File: src/rtl/serial_add_seq.sv
// Bit-serial add sequencer: streams two operands LSB-first through an
// external full_adder cell and collects the WIDTH-bit sum plus carry-out.
module serial_add_seq #(
    parameter int WIDTH = 4
) (
    input  logic             CLK,
    input  logic             RST_N,
    input  logic             START,
    input  logic [WIDTH-1:0] A,
    input  logic [WIDTH-1:0] B,
    input  logic             CIN,
    output logic             X,
    output logic             Y,
    output logic             Cprev,
    input  logic             RES,
    input  logic             Cnext,
    output logic [WIDTH-1:0] SUM,
    output logic             COUT,
    output logic             BUSY,
    output logic             DONE
);

    // cnt must reach WIDTH-1 without wrapping, also for WIDTH=1
    localparam int CW = $clog2(WIDTH) + 1;
    localparam logic [CW-1:0] LAST = CW'(WIDTH - 1);

    typedef enum logic [1:0] {
        IDLE,
        SHIFT,
        FIN
    } state_t;

    state_t           state;
    logic [WIDTH-1:0] a_sh;
    logic [WIDTH-1:0] b_sh;
    logic [WIDTH-1:0] s_sh;
    logic [WIDTH-1:0] s_nxt;
    logic [WIDTH-1:0] sum_r;
    logic             carry;
    logic             cout_r;
    logic [CW-1:0]    cnt;
    logic             unused_lsb;

    // Sum bits enter at the top; after WIDTH shifts bit 0 holds the LSB
    generate
        if (WIDTH == 1) begin : g_w1
            assign s_nxt = RES;
        end else begin : g_wn
            assign s_nxt = {RES, s_sh[WIDTH-1:1]};
        end
    endgenerate

    // The oldest sum bit is shifted out and never needed
    assign unused_lsb = s_sh[0];

    // Drive the adder cell and status straight from registers
    assign X     = a_sh[0];
    assign Y     = b_sh[0];
    assign Cprev = carry;
    assign SUM   = sum_r;
    assign COUT  = cout_r;
    assign BUSY  = (state == SHIFT);
    assign DONE  = (state == FIN);

    // Sequencer: load, shift one bit per cycle, publish, pulse DONE
    always_ff @(posedge CLK or negedge RST_N) begin
        if (!RST_N) begin
            state  <= IDLE;
            a_sh   <= '0;
            b_sh   <= '0;
            s_sh   <= '0;
            carry  <= 1'b0;
            cnt    <= '0;
            sum_r  <= '0;
            cout_r <= 1'b0;
        end else begin
            unique case (state)
                IDLE: begin
                    if (START) begin
                        a_sh  <= A;
                        b_sh  <= B;
                        carry <= CIN;
                        cnt   <= '0;
                        state <= SHIFT;
                    end
                end
                SHIFT: begin
                    s_sh  <= s_nxt;
                    a_sh  <= a_sh >> 1;
                    b_sh  <= b_sh >> 1;
                    carry <= Cnext;
                    cnt   <= cnt + 1'b1;
                    if (cnt == LAST) begin
                        sum_r  <= s_nxt;
                        cout_r <= Cnext;
                        state  <= FIN;
                    end
                end
                FIN: begin
                    state <= IDLE;
                end
                default: begin
                    state <= IDLE;
                end
            endcase
        end
    end

endmodule

File: config.mk
export PLATFORM = sky130hd
export DESIGN_NAME = serial_add_seq
export DESIGN_NICKNAME = d
export VERILOG_FILES = /design/src/rtl/serial_add_seq.sv
export SDC_FILE = /design/constraint.sdc
export NUM_CORES = 1
export LEC_CHECK = 0
export CORE_MARGIN = 4
export CORE_UTILIZATION = 40
export CTS_BUF_LIST = sky130_fd_sc_hd__clkbuf_2
export DETAILED_ROUTE_END_ITERATION = 10
export PLACE_DENSITY = 0.71
export SETUP_SLACK_MARGIN = 0.3
export SKIP_LAST_GASP = 1
export SYNTH_ARGS = -nofsm -noshare
export SYNTH_HDL_FRONTEND = slang
export SYNTH_SLANG_ARGS = --single-unit
File: constraint.sdc
create_clock -name CLK -period 1.6 [get_ports CLK]
set_clock_uncertainty 0.2 [all_clocks]
set_input_delay 0.32 -clock CLK [delete_from_list [all_inputs] [get_ports CLK]]
set_output_delay 0.32 -clock CLK [all_outputs]
set_load 0.1 [all_outputs]
==> summary.md <==
| Metric | Value |
|---|---|
| Input/output buffers | `23` |
| CTS Buf Count | `3` |
| Clock Sinks | `22` |
| RR Startpoint | `state[1]` |
| DRC Markers | `0` |
| H-tree levels | `1` |
| Failing checks | `setup timing` |
| Die Span X | `58.2 microns` |
| Global route overflow | `0` |
| Global placer's final weighted congestion | `about 0.78` |
| DP Cell Count | `142` |
| Area Growth Syn to Fin | `71.2%` |
| Critical path class | `reg -> out` |
| Fmax | `570 MHz` |
| Post-synth top area cell | `dfrtp_1` |
| Antenna Cells | `0` |
| Distinct cell type count after synthesis | `22` |
| Routed WL | `2.69 mm` |
| Yosys top cell area share | `54.7%` |
| Outcome | `finished with violations` |
| Routed vias | `888` |
| Reg-to-Reg End | `SUM[3]` |
| Initial antenna violation count | `0` |
| All-Layer GR Usage | `15.3%` |
| Drt via density | `5.48` |
| Non-filler instance count after layout | `162` |
| Worst R2R Path Depth | `5` |
| Crit. End Element | `output pin` |
| DRT Pass-1 Iters | `4` |
| Gate Count Post-Synth | `89` |
| Clock Tree Root | `clkbuf_2` |
| Placed Area | `1440 sq um` |
| Initial Util | `43.8%` |
| Reg2reg setup slack | `~40 ps` |
| Worst relative slew slack | `78.0%` |
| Routed Antenna Nets | `0` |
| #FFs+latches synth | `22` |
| I/O pin count | `24` |
| Crit Path Max Fanout | `3` |
| Top post-synthesis cells by area | `dfrtp_1 55%, mux2_4 7.5%, o22ai_1 5.6%` |
| Post-synthesis sequential area ratio | `between 50% and 60%` |
| Pin count of the biggest net entering global routing | `23` |
| Clk_lat worst skew | `between 300 and 400 ps` |
| Tcrit/Tclk final | `110%` |
| Dpl ws | `-118 ps` |
| Hold WS | `around 97 ps` |
| Final Worst Setup Slack | `-155 ps` |
| Avg Cell Area, Syn | `around 11 sq um` |
| Multi-input gate area | `524 sq um` |
| Crit-path cells | `nand2b_4 > inv_12 > buf_12` |
| Least-Margin Pin Slew | `330 ps` |
| Drt wl/cell | `16.6 microns` |
| Die area | `3380 sq um` |
| Clock transition at path regs | `220 ps` |
| Top FF cell, synth | `dfrtp_1` |
| Worst stage delay on the critical path | `between 400 and 500 ps` |
| Row count | `17` |
| Most common cell in the netlist | `dfrtp_1` |
| Slew Viols, Final | `0` |
| EDFF count, synth | `0` |
| Clock buffer depth | `2` |
| Mapped Area | `1010 sq um` |
| Critical Path RT | `1080 ps` |
| Register area | `562 sq um` |
| First-pass GRT wire length | `3.93 mm` |
| Final Setup Violations | `2` |
| Synth async-reset ratio | `100%` |
| Arrival time worst endpoint | `1240 ps` |
| RSZ-0062 raised after global routing | `yes` |
| CTS tree | `yes` |
| Crit path max-delay cell type | `dfrtp_2` |
| Worst Setup Start Kind | `flip-flop` |
| Filler cells | `126` |
| HPWL Detailed | `about 1.6 mm` |
| Final Hold Fails | `0` |
| Commonest cells post-synth | `22 x dfrtp_1, 13 x nand2_1, 9 x o22ai_1` |
| Post-Syn Nets | `105` |
| Synth warn | `0` |
| Crit path time final | `around 1800 ps` |
| HP Class | `in -> async` |
| DR iter-0 viols | `18` |
| Cts hold-fix bufs | `0` |
| Nets | `between 150 and 200` |
| Core area | `2300 sq um` |
| Vias in the first global route | `858` |
| Final instance area | `1720 sq um` |
| Die height | `a little under 60 microns` |
| Share of layout cells above drive strength 1 | `58.2%` |
| Max_cap viols | `0` |
-- state kept, by name, summed over array words and instances (netlist names) --
| register | count |
|---|---|
| state | 2 |
| SUM | 4 |
| a_sh | 4 |
| s_sh | 3 |
| b_sh | 4 |
| COUT | 1 |
| cnt | 3 |
| Cprev | 1 |
-- worst max-delay path by stage --
stage,start,endpoint,slack [ps],cells after the start
after floorplan,state[0],DONE,70,2
after detailed placement,START,b_sh[3],-120,5
after CTS,state[1],BUSY,-130,3
final,state[1],BUSY,-160,3
after global routing,state[1],BUSY,-200,3
after global placement,START,b_sh[3],-110,5
-- routing by layer --
metal / wire [microns] / track usage, %
met1: 1060 / 18.5
met2: 1410 / 25.2
met3: 127 / 3.12
met4: 93 / 8.61
met5: 0 / 0
-- stage by stage --
stage,TNS (ps),util (%)
finish,-250,75.1
floorplan,0,-
detailed placement,-668,62.5
CTS,-198,70.4
global placement,-505,62.5
global route,-345,75.1
-- cells in the final DEF, fill, tap and decap left out, types with 2 or more instances in the layout --
master	n
a21oi_1	3
buf_12	10
buf_4	14
buf_6	4
buf_8	3
clkbuf_2	4
clkdlybuf4s50_1	12
dfrtp_1	13
dfrtp_2	9
inv_1	2
mux2_4	5
nand2_1	13
nand2b_4	4
nand3b_1	2
nor2_4	3
o21ai_1	3
o21ai_2	3
o221a_2	2
o22ai_1	4
o22ai_2	5
-- timing repair --
action,4_1_cts,5_1_grt
pin swaps,9,2
endpoints found under the hold margin,0,0
buffers inserted,11,4
gates cloned,0,1
setup endpoints to repair,27,32
gates resized for setup,20,15
-- cells by family (layout without fill, tap and decap cells) --
logic type / count (synthesis) / count (layout) / share of synthesized area (%)
AOI/OAI and AO/OA: 24 / 24 / 15.0
adders and majority gates: 2 / 2 / 2.48
muxes: 5 / 5 / 7.45
DFF: 22 / 22 / 54.7
buffers and inverters: 9 / 54 / 4.84
and+or+nand+nor: 27 / 27 / 15.5
-- critical path: cells and delay by family, from the launching register on --
| family | cells | cell delay (ps) |
|---|---|---|
| flip-flops | 1 | 490 |
| buffers and inverters | 2 | 220 |
| AND/OR/NAND/NOR | 1 | 190 |
-- cell type report --
| type | instances | share of cell area, % |
|---|---|---|
| repair buffers | 45 | 31.9 |
| well taps | 28 | 2.03 |
| flip-flops and latches | 22 | 32.6 |
| clock buffers | 4 | 1.16 |
| multi-input cells | 58 | 30.4 |
| inverters | 5 | 1.96 |
Power is left out: the tool's default activity adds up to more than one toggle a clock period on the data nets, which glitch-free logic cannot reach.
